## src/rtl/dmem_line_responder_pkg.sv

```systemverilog
// Shared cache defines: line geometry and the line responder state encoding.
// The WAIT state exists only when DMEM_RESP_WAIT_EN is defined.
package dmem_line_responder_pkg;

  localparam int unsigned DMEM_LINE_WORDS = 4;
  localparam int unsigned DMEM_WORD_BITS  = 32;

  typedef enum logic [2:0] {
    StIdle,
    StXfer,
    StDrain,
`ifdef DMEM_RESP_WAIT_EN
    StWait,
`endif
    StAck
  } type_dmem_resp_states_e;

endpackage

```

## src/rtl/dmem_line_responder.sv

```systemverilog
// Serialises a data-cache line fill or write-back into single-word SRAM beats.
// Define DMEM_RESP_WAIT_EN to insert WAIT_CYCLES idle cycles before every beat.
module dmem_line_responder
  import dmem_line_responder_pkg::*;
#(
  parameter int unsigned LINE_WORDS  = DMEM_LINE_WORDS,
  parameter int unsigned WAIT_CYCLES = 2
) (
  input  logic                                 clk,
  input  logic                                 rst_n,
  input  logic                                 dcache2mem_req_i,
  input  logic                                 dcache2mem_wr_i,
  input  logic                                 dcache2mem_kill_i,
  input  logic [31:0]                          dcache2mem_addr_i,
  input  logic [DMEM_WORD_BITS*LINE_WORDS-1:0] dcache2mem_wdata_i,
  output logic                                 mem2dcache_ack_o,
  output logic [DMEM_WORD_BITS*LINE_WORDS-1:0] mem2dcache_rdata_o,
  output logic                                 sram_req_o,
  output logic                                 sram_we_o,
  output logic [31:0]                          sram_addr_o,
  output logic [31:0]                          sram_wdata_o,
  input  logic [31:0]                          sram_rdata_i
);

  localparam int unsigned CntW     = (LINE_WORDS > 1) ? $clog2(LINE_WORDS) : 1;
  localparam int unsigned LineBits = DMEM_WORD_BITS * LINE_WORDS;
  localparam logic [CntW-1:0] LastBeat = CntW'(LINE_WORDS - 1);

  type_dmem_resp_states_e state_q, state_d;
  logic [CntW-1:0]     beat_q, beat_d;
  logic [27:0]         addr_q;
  logic                wr_q;
  logic [LineBits-1:0] wdata_q;
  logic [LineBits-1:0] line_q;
  logic                cap_valid_q;
  logic [CntW-1:0]     cap_idx_q;
  logic                accept;
  logic                strobe;
  logic                ack;
  logic [31:0]         beat_ext;
  logic [31:0]         wword;
  logic                unused_addr_bits;

`ifdef DMEM_RESP_WAIT_EN
  localparam int unsigned WaitW    = (WAIT_CYCLES > 1) ? $clog2(WAIT_CYCLES) : 1;
  localparam bit          UseWait  = (WAIT_CYCLES > 0);
  localparam logic [WaitW-1:0] LastWait = WaitW'((WAIT_CYCLES > 0) ? WAIT_CYCLES - 1 : 0);
  logic [WaitW-1:0] wait_q, wait_d;
`else
  localparam int unsigned unused_wait_cycles = WAIT_CYCLES;
`endif

  assign unused_addr_bits = ^dcache2mem_addr_i[3:0];

  always_comb begin
    state_d = state_q;
    beat_d  = beat_q;
    accept  = 1'b0;
    strobe  = 1'b0;
    ack     = 1'b0;
`ifdef DMEM_RESP_WAIT_EN
    wait_d  = wait_q;
`endif
    case (state_q)
      StIdle: begin
        if (dcache2mem_req_i) begin
          accept  = 1'b1;
          beat_d  = '0;
          state_d = StXfer;
`ifdef DMEM_RESP_WAIT_EN
          if (UseWait) begin
            state_d = StWait;
            wait_d  = '0;
          end
`endif
        end
      end
      StXfer: begin
        strobe = 1'b1;
        if (beat_q == LastBeat) begin
          state_d = wr_q ? StAck : StDrain;
        end else begin
          beat_d  = beat_q + CntW'(1);
          state_d = StXfer;
`ifdef DMEM_RESP_WAIT_EN
          if (UseWait) begin
            state_d = StWait;
            wait_d  = '0;
          end
`endif
        end
      end
`ifdef DMEM_RESP_WAIT_EN
      StWait: begin
        if (wait_q == LastWait) begin
          wait_d  = '0;
          state_d = StXfer;
        end else begin
          wait_d = wait_q + WaitW'(1);
        end
      end
`endif
      // Last read word arrives this cycle and is captured by the pipeline below.
      StDrain: state_d = StAck;
      StAck: begin
        ack     = 1'b1;
        state_d = StIdle;
      end
      default: state_d = StIdle;
    endcase

    if (dcache2mem_kill_i) begin
      state_d = StIdle;
      beat_d  = '0;
      accept  = 1'b0;
      strobe  = 1'b0;
      ack     = 1'b0;
`ifdef DMEM_RESP_WAIT_EN
      wait_d  = '0;
`endif
    end
  end

  always_comb begin
    wword = '0;
    for (int i = 0; i < int'(LINE_WORDS); i++) begin
      if (beat_q == CntW'(i)) wword = wdata_q[i*DMEM_WORD_BITS +: DMEM_WORD_BITS];
    end
  end

  assign beat_ext           = 32'(beat_q);
  assign mem2dcache_ack_o   = ack;
  assign mem2dcache_rdata_o = line_q;
  assign sram_req_o         = strobe;
  assign sram_we_o          = strobe & wr_q;
  assign sram_addr_o        = {addr_q, beat_ext[1:0], 2'b00};
  assign sram_wdata_o       = wword;

  always_ff @(posedge clk) begin
    if (!rst_n) begin
      state_q     <= StIdle;
      beat_q      <= '0;
      addr_q      <= '0;
      wr_q        <= 1'b0;
      wdata_q     <= '0;
      line_q      <= '0;
      cap_valid_q <= 1'b0;
      cap_idx_q   <= '0;
`ifdef DMEM_RESP_WAIT_EN
      wait_q      <= '0;
`endif
    end else begin
      state_q     <= state_d;
      beat_q      <= beat_d;
`ifdef DMEM_RESP_WAIT_EN
      wait_q      <= wait_d;
`endif
      // SRAM read data lags the strobe by one cycle; remember which word it is.
      cap_valid_q <= strobe & ~wr_q;
      cap_idx_q   <= beat_q;
      if (accept) begin
        addr_q  <= dcache2mem_addr_i[31:4];
        wr_q    <= dcache2mem_wr_i;
        wdata_q <= dcache2mem_wdata_i;
      end
      if (cap_valid_q) begin
        for (int i = 0; i < int'(LINE_WORDS); i++) begin
          if (cap_idx_q == CntW'(i)) line_q[i*DMEM_WORD_BITS +: DMEM_WORD_BITS] <= sram_rdata_i;
        end
      end
    end
  end

endmodule
```

## config.mk

```make
export PLATFORM = sky130hd
export DESIGN_NAME = dmem_line_responder
export DESIGN_NICKNAME = d
export VERILOG_FILES = /design/src/rtl/dmem_line_responder_pkg.sv /design/src/rtl/dmem_line_responder.sv
export SDC_FILE = /design/constraint.sdc
export NUM_CORES = 1
export LEC_CHECK = 0
export ABC_AREA = 1
export BUFFER_PORTS_ARGS = -buffer_cell sky130_fd_sc_hd__buf_2
export CAP_MARGIN = 40
export CORE_AREA = 2 2 176 178
export DETAILED_ROUTE_END_ITERATION = 10
export DIE_AREA = 0 0 178 180
export PLACE_DENSITY = 0.65
export SLEW_MARGIN = 30
export SYNTH_ARGS = -nofsm -noshare
export SYNTH_HDL_FRONTEND = slang
export SYNTH_SLANG_ARGS = --single-unit
```

## constraint.sdc

```tcl
create_clock -name clk -period 5.1 [get_ports clk]
set_clock_uncertainty 0.2 [all_clocks]
set_input_delay 0.51 -clock clk [delete_from_list [all_inputs] [get_ports clk]]
set_output_delay 0.51 -clock clk [all_outputs]
set_load 0.02 [all_outputs]
```

# == Yosys cells after proc, flatten, opt, wreduce, memory -nomap -nowiden ==
# Cells that the tools add are included.
# op_classes
addsub,1
n_eq_ne,11
muxes,18
bitwise,4
reduce_logical,10
# op_table
cell,count
32-bit 2-to-1 mux,4
3-bit case mux with 3 select lines,1
2-bit == test (second input constant),4
1-bit 2-to-1 mux,8
2-bit AND reduction,4
3-bit by 2-bit == test with 1-bit output (second input constant),2
2-bit 2-to-1 mux,3
2-bit by 1-bit == test with 1-bit output (second input constant),2
2-bit zero test,2
2-bit inequality test (second input constant),2
2-bit case mux with 2 select lines,1
3-bit by 1-bit == test with 1-bit output (second input constant),1
3-bit zero test,1
3-bit 2-to-1 mux,1
3-bit AND reduction,1
2-bit by 1-bit adder with 2-bit output (second input constant),1
1-bit bitwise AND,2
1-bit inverter,2
2-bit nonzero test,1
2-bit OR reduction,1
# totals
ff_bits,293
input_bits,197

# == Longest topological paths before layout ==
# Gate-level depths: netlist (run 1).
# depth
ltp_word,5
ltp_mapped,9
depth_no_buf,7

# == Least setup slack after synthesis (run 1) ==
# No wires, ideal clock.
# synth_path
kind,reg-to-output
from,reg beat_q[1]
to,out sram_wdata_o[10]
t_arrival_ps,1686
required_ps,4390
slack_ps,2704
stages_incl_launch_ff,10
n_path_buf,2
path_cell_list,dfxtp_1 -> inv_1 -> ha_1 -> clkbuf_1 -> inv_2 -> clkbuf_1 -> nand3_1 -> nand2_1 -> nand2_1 -> o21ai_0
# synth_between
elab_chain_len,5
elab_cells_between_ends,8
cone_classes,eq/ne: 3; mux: 4; reduce/logical: 1
# synth_lines
item,line_no,source
from (decl),dmem_line_responder.sv:30,"logic [CntW-1:0] beat_q, beat_d;"
from (signal assigned),dmem_line_responder.sv:154,beat_q <= beat_d;
2-bit zero test,dmem_line_responder.sv:127,if (beat_q == CntW'(i)) wword = wdata_q[i*DMEM_WORD_BITS +: DMEM_WORD_BITS];
32-bit 2-to-1 mux (3 in a row),dmem_line_responder.sv:127,
32-bit 2-to-1 mux (*),dmem_line_responder.sv:127,
to (decl),dmem_line_responder.sv:21,"output logic [31:0] sram_wdata_o,"
# Mark *: on every way between the ends. The rest lies on a longest branch, timed or not.

# == Worst setup path in the final report (run 1) ==
# layout_path
from,reg beat_q[1]
to,out sram_wdata_o[14]
# Same word-level chain as after synthesis.

==> run summary, run 1 <==
Port Buffers - 385
Initial antenna violation count - 16
DR vias/cell - 5.17
Nets@finish - 2231
Pin count of the biggest net entering global routing - 106
Yosys warnings - 0
Top Ports - 392
Measured slew at the worst slew-check pin - 0.835 ns
Gpl congestion - 0.859
Total CTS buffers - 31
Post-route setup slack - 1.64 ns
Hold Crit Class - in -> reg
Rows - 64
Core Area - 0.0302 mm2
Largest family of logic cells by synthesized area - simple AND/OR/NAND/NOR gates
Synth Area in Simple Gates - 29.2%
Worst skew pair latency - 0.56 ns
Switch share - 25.5%
Placed inst area - 0.0140 mm2
Tcrit/Tclk final - 67.9%
Cts hold-fix bufs - 62
Via count - 12700
Req. time, crit path - 4.39 ns
Antenna Nets Post-Route - 0
Synth Area in Compound Gates - 13.6%
Pint - 3.94 mW
CP max FO - 33
Synth-to-Final Area Change - 32.0%
Share of cells above drive strength 1 - 23.0%
Cell count after synthesis - 1670
Syn_area_per_cell - 7.13 um2
PD cells - 336 mW/mm2
Relative slew slack - 44.3%
Fin crit period - 3.46 ns
VDD IR max - 253 uV
Finished Layout Cells - 2457
CTS tree - done
Die span in y - 180 um
Crit start category - register
Post-synth cell types - 21
Wire per inst - 17.6 um
Clk slew on worst S/H paths - 0.06 ns
Fill cell count - 2905
Die Width - 178 um
Placed Instances - 2331
CTS max path bufs - 3
CTS-repair resized insts - 0
Unrepaired setup endpoints after global routing - no
Post-CTS setup buffers - 0
Die area - 0.0320 mm2
DP Worst Slack - 2.24 ns
Finished Cell Area - 0.0157 mm2
Worst endpoint data arrival time - 2.75 ns
Mux cell area share after synthesis - 0%
DRC violations left - 0
Post-synthesis adder-cell area fraction - 0.420%
Synth Register Bits - 292
Clk sink count - 292
Max Slew Vio Count - 0
F_max - 289 MHz
Post-DP HPWL - 28.3 mm
Pwr Total - 5.28 mW
Critical Path End Type - output pin
GRT Total Usage - 25.9%
Clk pwr share - 43.5%
Max-cap violation count - 0
First-pass GRT wire length - 66.2 mm
Final setup fails - 0
XOR/XNOR Fraction of Synth Area - 0%
Critical path class - reg -> out
Final hold viol count - 0
Reg power frac - 45.3%
Vias in the first global route - 12200
First-pass DRT Iterations - 5
Gr ovfl total - 0
Setup total negative slack - 0 ns
DRT Wirelength - 43.3 mm
H-tree depth - 1
Leak Pwr - 7.45 nW
Mapped cell area - 0.0119 mm2
Initial Utilization - 39.4%
Gate power share - 11.3%
Starting DRT DRC Count - 941
Switch Pwr - 1.35 mW
Post-synthesis sequential area ratio - 49.1%
CTS root buf - clkbuf_16
Status - finished, final reports clean
## power groups by stage
stage	clock network, mW	logic, mW	registers [mW]
2_1_floorplan	0	0.311	2.45
3_3_place_gp	0	0.535	2.44
3_5_place_dp	0	0.553	2.44
4_1_cts	2.34	0.592	2.39
5_1_grt	2.43	0.657	2.40
6_report	2.30	0.596	2.39
## per-layer routing
layer / track usage (%) / vias up / wire length (um)
met5: 0 / - / 81
met4: 10.5 / 14 / 1740
met3: 7.95 / 115 / 3920
met2: 43.1 / 512 / 20500
met1: 31.0 / 5887 / 17100
li1: - / 6177 / -
## cells by family (layout without fill, tap and decap cells)
logic type	count (synthesis)	count (layout)
adder cells (fa/ha/maj)	4	4
AND/OR/NAND/NOR	825	825
other	1	11
flip-flops	292	292
AO/OA/AOI/OAI	322	322
buffers and inverters	226	607
## worst max-delay path: stages (launching register included)
cell     delay (ns)
dfxtp_1        0.39
inv_1          0.10
ha_1           0.18
buf_4          0.26
inv_2          0.53
nand3_1        0.14
nand2_1        0.15
nand2_1        0.09
o21ai_0        0.13
buf_2          0.23
## through the flow
step / hold slack, ns / util, %
global placement: 0.239 / 46.0
finish: 0.0143 / 52.1
CTS: 0.00205 / 52.0
detailed placement: 0.232 / 46.5
global route: 0.0134 / 52.0
floorplan: 0.200 / -
## synthesized netlist by cell type
master      n  area share (%)
a21oi_1   193             8.1
buf_1       4            0.13
buf_2      42             1.8
buf_4       3            0.19
buf_6       1           0.095
clkbuf_1   94             3.0
conb_1      1           0.032
dfxtp_1   292              49
ha_1        4            0.42
inv_1      73             2.3
inv_2       9            0.28
nand2_1   329              10
nand3_1    38             1.6
nand3_2     1           0.084
nand4_1   124             6.5
nor2_1    328              10
nor2_2      3            0.16
nor3_1      2           0.084
o21a_1      1           0.063
o21ai_0    63             2.6
o21ai_1    65             2.7
## sequential cells by signal (all words and copies together) (netlist names)
| signal | flops |
|---|---|
| beat_q | 2 |
| wr_q | 1 |
| state_q | 2 |
| wdata_q | 128 |
| mem2dcache_rdata_o | 128 |
| cap_idx_q | 2 |
| cap_valid_q | 1 |
| addr_q | 28 |
## placed cells by master (no fill, tap or decap), drive strengths merged, types with 9 or more instances in the layout
cell type,n
buf,408
nor2,331
nand2,329
dfxtp,292
a21oi,193
o21ai,128
nand4,124
inv,83
dlygate4sd3,62
clkbuf,47
nand3,39
diode,9
## worst paths after layout
check | endpoint | slack, ns | depth (start not counted) | startpoint
max | sram_wdata_o[14] | 1.64 | 9 | beat_q[1]
min | wdata_q[74] | 0.01 | 3 | dcache2mem_wdata_i[74]
max reg2reg | mem2dcache_rdata_o[91] | 2.69 | 5 | cap_idx_q[0]
min reg2reg | cap_valid_q | 0.24 | 1 | wr_q
## final cells by class
type | count | area (um2) | area share, %
inverters | 82 | 312 | 1.98
clock buffers | 47 | 936 | 5.96
diodes | 9 | 22.5 | 0.143
clock inverters | 8 | 104 | 0.661
multi-input cells | 1153 | 5160 | 32.8
repair buffers | 470 | 2840 | 18.1
well taps | 396 | 495 | 3.15
flip-flops and latches | 292 | 5850 | 37.2
Power figures use the tool's default switching activity.
==> run 2: changes to the inputs <==
==> constraint.sdc (replaced) <==
create_clock -name clk -period 3.26 [get_ports clk]
set_clock_uncertainty 0.2 [all_clocks]
set_input_delay 0.326 -clock clk [delete_from_list [all_inputs] [get_ports clk]]
set_output_delay 0.326 -clock clk [all_outputs]
set_load 0.02 [all_outputs]
==> run summary, run 2 (same netlist as run 1, synthesis figures left out) <==
Gpl congestion - 0.861 (+0.27%)
Delay-heaviest family, CP - buffers and inverters
Clk pwr share - 45.0% (+1.5 points)
H-tree depth - 2 (+1)
Gr busiest metal - met2
Met3 usage - 7.45% (-0.51 points)
Crit-path cells - inv_1 > ha_1 > inv_2 > nand3_1 > nand2_1 > nand2_1 > o21ai_0 > buf_2
Initial antenna violation count - 8 (-8)
Post-DP HPWL - 28.8 mm (+1.9%)
Gr ovfl total - 0 (unchanged)
CTS root buf - clkbuf_16
Hold_ws - 0.0241 ns (+0.00981 ns)
Worst skew pair latency - 0.49 ns (-0.07 ns)
R2R depth - 6 (+1)
CP max FO - 32 (-3.0%)
Crit start category - register
Die Width - 178 um (unchanged)
Nets@finish - 2364 (+6.0%)
Top Ports - 392 (unchanged)
Worst path buffer plus inverter count - 3 (-1)
Hold Crit Class - in -> reg
F_max - 341 MHz
CTS tree - done
Met1 GRT Util - 32.5% (+1.5 points)
Slowest stage delay, CP - 0.47 ns (-0.06 ns)
First-pass GRT wire length - 69.6 mm (+5.2%)
CTS max path bufs - 3 (unchanged)
Share of cells above drive strength 1 - 21.8% (-1.1 points)
Synth-to-Final Area Change - 43.7%
Unrepaired setup endpoints after global routing - no
Die area - 0.0320 mm2 (unchanged)
Pin count of the biggest net entering global routing - 150 (+42%)
Pint - 6.54 mW (+66%)
Critical Path End Type - output pin
Worst path depth - 8 (-1)
Leak Pwr - 8.04 nW (+7.9%)
VDD IR max - 363 uV (+43%)
Slowest library cell on the worst path - inv_2
Tcrit/Tclk final - 89.8%
Wire per inst - 17.5 um (-0.56%)
Initial Utilization - 39.4% (unchanged)
Setup total negative slack - 0 ns (unchanged)
Die span in y - 180 um (unchanged)
Clk sink count - 292 (unchanged)
Final hold viol count - 0 (unchanged)
Fin util - 56.6% (+4.6 points)
Final setup fails - 0 (unchanged)
Clk slew on worst S/H paths - 0.06 ns (about the same)
PD cells - 511 mW/mm2 (+52%)
DR vias/cell - 5.11 (-1.3%)
Commonest non-fill, non-tap cells in the layout - buf_2, nand2_1, nor2_1
Switch share - 25.1% (-0.34 points)
Most common cell on crit path - nand2_1
Via count - 13200 (+4.2%)
Reg power frac - 42.9% (-2.4 points)
Worst endpoint data arrival time - 2.40 ns (-0.35 ns)
First-pass DRT Iterations - 5 (unchanged)
Relative slew slack - 48.7% (+4.4 points)
DRC violations left - 0 (unchanged)
Gate power share - 12.1% (+0.8 points)
Critical path class - reg -> out
Switch Pwr - 2.19 mW (+63%)
Rows - 64 (unchanged)
Vias in the first global route - 12700 (+4.2%)
Max-cap violation count - 0 (unchanged)
Post-CTS setup buffers - 0 (unchanged)
Most common cell after layout, fill and taps aside - buf_2
Grt met2 use - 46.1% (+3.1 points)
Fin crit period - 2.93 ns
DRT Wirelength - 45.4 mm (+4.9%)
Req. time, crit path - 2.73 ns (-1.66 ns)
Starting DRT DRC Count - 1159 (+23%)
Antenna Nets Post-Route - 0 (unchanged)
Status - finished, final reports clean
Core Area - 0.0302 mm2 (unchanged)
Hold path cells - 3 (unchanged)
Measured slew at the worst slew-check pin - 0.769 ns (-0.0659 ns)
Max Slew Vio Count - 0 (unchanged)
Port Buffers - 385 (unchanged)
Total CTS buffers - 34 (+9.7%)
GRT Total Usage - 27.2% (+1.3 points)
==> run 2: changes by cell type in the layout (fill, tap and decap cells not counted), sizes merged <==
cell | previous run | this run
buf | 408 | 411
bufinv | 2 | 4
clkbuf | 47 | 48
clkinv | 5 | 8
dlygate4sd3 | 62 | 189
==> run 2: area by class of cell <==
type / count / area [um2]
diodes: 9 / 22.5
clock buffers: 48 / 975
clock inverters: 13 / 173
fillers: 2779 / 13100
inverters: 82 / 312
multi-input cells: 1153 / 5160
flip-flops and latches: 292 / 5850
well taps: 396 / 495
repair buffers: 600 / 4120
==> run 2: per-stage QoR <==
step	area (um2)	setup WS, ns	total power, mW	cells
final	17100	0.331	8.74	2593
after global routing	17100	0.113	9.05	2591
after CTS	17100	0.300	8.78	2583
after detailed placement	14000	0.770	4.68	2333
after global placement	14000	0.811	4.66	2330
after floorplan	11900	1.05	4.33	1671
==> run 2: path summary, 6_finish.rpt <==
check	endpoint	slack, ns	start
max reg2reg	mem2dcache_rdata_o[49]	0.93	cap_idx_q[1]
max	sram_wdata_o[9]	0.33	beat_q[1]
min	mem2dcache_rdata_o[20]	0.02	rst_n
min reg2reg	mem2dcache_rdata_o[89]	0.26	mem2dcache_rdata_o[89]
==> run 2: worst register-to-register path, stage by stage, from the launching register on <==
cell and delay [ns]:
dfxtp_1 0.57, buf_4 0.39, nor2_2 0.07, buf_4 0.27, inv_2 0.52, nor2_1 0.11, nor2_1 0.14
==> run 2: routing by layer <==
layer	up-vias	wire, um
met5	-	13
li1	6447	-
met1	6073	17900
met3	114	3930
met2	602	21900
met4	2	1630
==> run 2: power by group through the flow <==
stage          combinational [mW]  sequential, mW  clock (mW)
2_1_floorplan               0.486            3.84           0
3_3_place_gp                0.842            3.82           0
3_5_place_dp                0.860            3.82           0
4_1_cts                      1.05            3.74        3.99
5_1_grt                      1.16            3.76        4.13
6_report                     1.06            3.75        3.93
==> run 2: repair_timing <==
action | CTS | global route
hold endpoints to repair | 284 | 0
resized for setup | 0 | 0
hold buffers | 189 | 0
